$ cat src/rtl/mem_port_arbiter.sv
// rtl/mem_port_arbiter.sv - shares one synchronous memory port between fetch (I) and load/store (D)
// D wins memory conflicts; after MAXDRUN back-to-back D wins with fetch waiting, fetch is forced once.
module mem_port_arbiter #(
  parameter int DBITS   = 16,
  parameter int ABITS   = 12,
  parameter int MAXDRUN = 4
) (
  input  logic             CLK,
  input  logic             RESET_N,
  input  logic             IREQ,
  input  logic [DBITS-1:0] IADDR,
  output logic             IGNT,
  output logic             IRVALID,
  output logic [DBITS-1:0] IRDATA,
  input  logic             DREQ,
  input  logic             DWE,
  input  logic [DBITS-1:0] DADDR,
  input  logic [DBITS-1:0] DWDATA,
  output logic             DGNT,
  output logic             DRVALID,
  output logic [DBITS-1:0] DRDATA,
  output logic [ABITS-1:0] MADDR,
  output logic             MWE,
  output logic [DBITS-1:0] MDIN,
  input  logic [DBITS-1:0] MDOUT,
  output logic [DBITS-1:0] IOADDR,
  output logic             IOWE,
  output logic [DBITS-1:0] IOWDATA,
  input  logic [DBITS-1:0] IORDATA,
  output logic             ISTALL
);

  localparam int DRW = $clog2(MAXDRUN + 1);

  typedef enum logic {NORMAL = 1'b0, FAIR = 1'b1} mode_t;

  mode_t            r_mode;
  mode_t            w_mode_nxt;
  logic [DRW-1:0]   r_drun;
  logic [DRW-1:0]   w_drun_nxt;
  logic [DRW-1:0]   w_drun_inc;
  logic             r_ipend;
  logic             r_dpend;
  logic             r_dsrc;
  logic [DBITS-1:0] r_io_q;
  logic [ABITS-1:0] r_maddr;

  logic             w_d_io;
  logic             w_conflict;
  logic             w_ignt;
  logic             w_dgnt;
  logic             w_d_mem_gnt;
  logic [ABITS-1:0] w_maddr;
  logic             w_unused;

  assign w_d_io      = |DADDR[DBITS-1:DBITS-3];
  assign w_conflict  = IREQ & DREQ & ~w_d_io;
  assign w_d_mem_gnt = w_dgnt & ~w_d_io;
  assign w_drun_inc  = r_drun + DRW'(1);
  assign w_unused    = ^{IADDR[0], IADDR[DBITS-1:ABITS+1], DADDR[0]};

  always_ff @(posedge CLK or negedge RESET_N) begin
    if (!RESET_N) begin
      r_mode  <= NORMAL;
      r_drun  <= '0;
      r_ipend <= 1'b0;
      r_dpend <= 1'b0;
      r_dsrc  <= 1'b0;
      r_io_q  <= '0;
      r_maddr <= '0;
    end else begin
      r_mode  <= w_mode_nxt;
      r_drun  <= w_drun_nxt;
      r_ipend <= w_ignt;
      r_dpend <= w_dgnt & ~DWE;
      r_maddr <= w_maddr;
      if (w_dgnt) r_dsrc <= w_d_io;
      if (w_dgnt & w_d_io & ~DWE) r_io_q <= IORDATA;
    end
  end

  // Starvation count only advances while fetch is actually being held off by a D memory win.
  always_comb begin
    w_mode_nxt = r_mode;
    w_drun_nxt = r_drun;
    if (w_ignt || !IREQ) begin
      w_drun_nxt = '0;
    end else if (w_d_mem_gnt) begin
      w_drun_nxt = w_drun_inc;
    end
    if (w_ignt) begin
      w_mode_nxt = NORMAL;
    end else if (w_conflict && w_dgnt && (w_drun_inc == DRW'(MAXDRUN))) begin
      w_mode_nxt = FAIR;
    end
  end

  always_comb begin
    w_ignt = 1'b0;
    w_dgnt = 1'b0;
    if (RESET_N) begin
      if (w_conflict) begin
        if (r_mode == FAIR) w_ignt = 1'b1;
        else                w_dgnt = 1'b1;
      end else begin
        w_ignt = IREQ;
        w_dgnt = DREQ;
      end
    end
  end

  // The memory registers its address, so MADDR must be live in the grant cycle.
  always_comb begin
    w_maddr = r_maddr;
    if (w_ignt)           w_maddr = IADDR[ABITS:1];
    else if (w_d_mem_gnt) w_maddr = DADDR[ABITS:1];
  end

  assign IGNT    = w_ignt;
  assign DGNT    = w_dgnt;
  assign ISTALL  = RESET_N & IREQ & ~w_ignt;
  assign MADDR   = w_maddr;
  assign MWE     = w_d_mem_gnt & DWE;
  assign MDIN    = DWDATA;
  assign IOADDR  = DADDR;
  assign IOWDATA = DWDATA;
  assign IOWE    = w_dgnt & w_d_io & DWE;
  assign IRVALID = r_ipend;
  assign IRDATA  = r_ipend ? MDOUT : '0;
  assign DRVALID = r_dpend;
  assign DRDATA  = r_dpend ? (r_dsrc ? r_io_q : MDOUT) : '0;

endmodule

$ cat config.mk
export PLATFORM = sky130hd
export DESIGN_NAME = mem_port_arbiter
export DESIGN_NICKNAME = d
export VERILOG_FILES = /design/src/rtl/mem_port_arbiter.sv
export SDC_FILE = /design/constraint.sdc
export NUM_CORES = 1
export LEC_CHECK = 0
export BUFFER_PORTS_ARGS = -buffer_cell sky130_fd_sc_hd__buf_2
export CORE_UTILIZATION = 41
export CTS_BUF_LIST = sky130_fd_sc_hd__clkbuf_2 sky130_fd_sc_hd__clkbuf_4 sky130_fd_sc_hd__clkbuf_8
export DETAILED_ROUTE_END_ITERATION = 6
export GPL_TIMING_DRIVEN = 0
export PLACE_DENSITY = 0.92
export SYNTH_ARGS = -nofsm -noshare
export SYNTH_HDL_FRONTEND = slang
export SYNTH_SLANG_ARGS = --single-unit
$ cat constraint.sdc
create_clock -name CLK -period 1.65 [get_ports CLK]
set_input_delay 0.165 -clock CLK [delete_from_list [all_inputs] [get_ports CLK]]
set_output_delay 0.165 -clock CLK [all_outputs]
set_load 0.02 [all_outputs]
==> flow_summary.toml <==
[run_status]
status = "finished with violations"
violations = "negative setup slack"

[floorplan]
num_rows = 27
initial_core_util_pct = 43.0
dieArea_um2 = 6150
ios = 184
coreArea_um2 = 5570
fp.dieH_um = 78.4
fp.dieW_um = 78.4

[detailed_routing]
antenna_left = 0
vias = 2569
drcViolationCount = 0
via_per_inst = 5.15
wl_per_cell_um = 15.1
drt_iter0_markers = 85
wirelength_um = 7550
drtPass1Iterations = 4

[sta]
finalClockSkew_ns = 0.00938
finalWorstSetupSlack_ns = -0.178
max_freq_ghz = 0.547
drv_slew = 0
max-slew-margin-rel_pct = 63.8
hold_violations = 0
period_share_pct = 111
setup_violations = 15
period_needed_ns = 1.83
rsz0062_at_grt = "yes"
tightest_slew_ns = 0.539

[synth]
synthSimpleGateAreaFrac_pct = 15.6
synthMuxAreaShare_pct = 14.2
synth_top_area_share_pct = 36.6
synthAdderAreaFrac_pct = 1.04
yosysTopAreaCell = "dfrtp_1"
syn_nets = 332
postSynthAreaPerCell_um2 = 9.78
synthCells = 245
netlist_top_cells_area = "dfrtp_1, buf_4, mux2_2, mux2i_1, and2_1"
synth_compound_area_share_pct = 13.8
synth.ff_latch_count = 35
synthXorXnorAreaFrac_pct = 0
synth_top_family_by_area = "buffers and inverters"
ys_types = 27
synth_seq_area_share_pct = 36.6
yosysWarnings = 0
synth.cell_area_um2 = 2400

[pwr]
peakVddDrop_mv = 0.496
clkPwrFrac_pct = 23.0
p_int_mw = 1.86
p_seq_share_pct = 38.5
combPwrFrac_pct = 38.5
power_mw = 2.79
sw_frac_of_total_pct = 33.4
power_density_nw_per_um2 = 701
leakage_nw = 2.04
p_sw_mw = 0.932

[clocking]
path_clk_slew_ns = 0.07
cts_tree = "done"
clockBufferDepth = 2
cts_made_buffers = 5
cts_sinks = 35
ctsRootBufferMaster = "clkbuf_8"
h-tree-depth = 2
clock_latency_ns = 0.29

[cells_and_area]
num-nets-final = 514
drive_above_1_share_pct = 70.5
syn_to_final_growth_pct = 66.1
final-seq-area_um2 = 878
nFillCells = 390
multi_input_area_um2 = 1350
final-instance-count-excl-fill = 499
diodes = 0

[worst_setup_path]
timing.rr.start = "r_mode"
crit_start = "r_mode"
arrival_ns = 1.66
critPathRequiredTime_ns = 1.48
start_kind = "flip-flop"
crit_type = "reg -> out"
endpoint_kind = "primary output"
cp_max_fo = 5

[global_routing]
grt_pass1_vias = 2560
grt_first_pass_wirelength_um = 11700
grt_usage_pct = 24.2
grt_max_degree = 36
grt_antenna_before_repair = 0
grt-ovfl-total = 0

[run]
drv_cap = 0

[placement]
routabilityCongestion = 0.874
portBuffers = 162
placed_cells = 479
place_hpwl_um = 5100

[min_path]
min_from = "IORDATA[9]"
min-delay-path-class = "in -> reg"
[cell families (layout without fill, tap and decap cells)]
kind of cell | Yosys count | count (layout)
muxes | 32 | 32
DFF | 35 | 35
buffers and inverters | 70 | 252
and+or+nand+nor | 60 | 60
AOI/OAI and AO/OA | 46 | 46
adders and majority gates | 2 | 2
[flip-flops by register name (all words and copies together) (netlist names)]
register  cells
IRVALID       1
DRVALID       1
r_mode        1
r_maddr      12
r_io_q       16
r_dsrc        1
r_drun        3
[critical path: stages (launching register included)]
cell,delay [ns]
dfrtp_2,0.45
and2_4,0.20
buf_12,0.15
o31ai_4,0.25
a31oi_2,0.14
buf_4,0.18
[Yosys cell counts]
master / n
inv_1: 3
mux2_2: 16
a211oi_1: 14
ha_1: 2
mux2i_1: 16
nand4_1: 13
or4_1: 1
nor3_2: 1
and2_1: 18
and4_1: 1
a21oi_1: 1
nor3_1: 2
o21ba_2: 1
a2111oi_0: 1
dfrtp_1: 35
buf_2: 6
a31oi_1: 13
buf_4: 48
nor2b_1: 18
o31ai_1: 14
or3_1: 1
a22o_1: 1
buf_1: 1
and3_1: 2
nand2_1: 3
clkbuf_1: 12
a21o_1: 1
[metal layers]
layer  share of wire [%]  global-route usage (%)  vias to the layer above  wire length, um
li1                    -                       -                     1204                -
met1                  39                    26.5                     1182             2920
met2                  50                    44.5                      159             3800
met3                 8.4                    5.70                       24              636
met4                 2.6                    10.0                        0              193
met5                   0                       0                        -                0
[through the flow]
step                      hold slack [ns]  util (%)  area, um^2  setup TNS (ns)  worst slack (ns)
final                               0.108      71.4        3980           -1.87            -0.178
after global routing                0.108      71.4        3980           -2.43            -0.218
after CTS                          0.0944      68.3        3810           -1.33            -0.122
after detailed placement            0.327      60.0        3350          -35.83             -1.09
after global placement              0.303      60.0        3350          -31.00             -1.00
after floorplan                    -0.131         -        2450          -0.382           -0.0679
[layout by cell type, fill, tap and decap left out, drive strengths merged, types with 2 or more instances in the layout]
| cell type | n |
|---|---|
| and2 | 18 |
| nand2 | 3 |
| clkbuf | 15 |
| nand4 | 13 |
| dfrtp | 35 |
| ha | 2 |
| mux2i | 16 |
| nor3 | 3 |
| o31ai | 14 |
| a31oi | 13 |
| and3 | 2 |
| buf | 232 |
| mux2 | 16 |
| nor2b | 18 |
| inv | 2 |
| a211oi | 14 |
[worst paths after layout]
check / endpoint / slack [ns] / depth (start not counted)
worst max-delay path: MADDR[8] / -0.18 / 5
worst min-delay path: r_io_q[9] / 0.11 / 2
worst max register to register: r_drun[0] / -0.01 / 5
worst min register to register: r_io_q[5] / 0.51 / 1
max in group asynchronous: r_mode / 1.02 / 3
min in group asynchronous: r_maddr[7] / 0.41 / 3
[cell type report]
class                           instances  share of cell area [%]
Sequential cell                        35                    22.1
Timing Repair Buffer                  179                    26.1
Inverter                                3                   0.377
Multi-Input combinational cell        140                    34.0
Clock buffer                            6                    2.07
Buffer                                 63                    13.0
Tap cell                               72                    2.26
Clock inverter                          1                   0.126
[power by group through the flow]
| stage | Clock [mW] | Sequential (mW) | Combinational [mW] |
|---|---|---|---|
| global route | 0.688 | 1.09 | 1.15 |
| CTS | 0.649 | 1.06 | 1.02 |
| floorplan | 0 | 1.05 | 0.602 |
| global placement | 0 | 1.06 | 0.877 |
| finish | 0.642 | 1.07 | 1.07 |
| detailed placement | 0 | 1.07 | 0.901 |
[timing repair]
item / 4_1_cts / 5_1_grt
gates resized for setup: 67 / 24
hold buffers: 2 / 0
buffers inserted: 10 / 7
hold endpoints to repair: 35 / 0
setup endpoints to repair: 60 / 26
pin swaps: 4 / 6
cloned: 0 / 1
No activity file was read; power rests on OpenSTA's default activity.
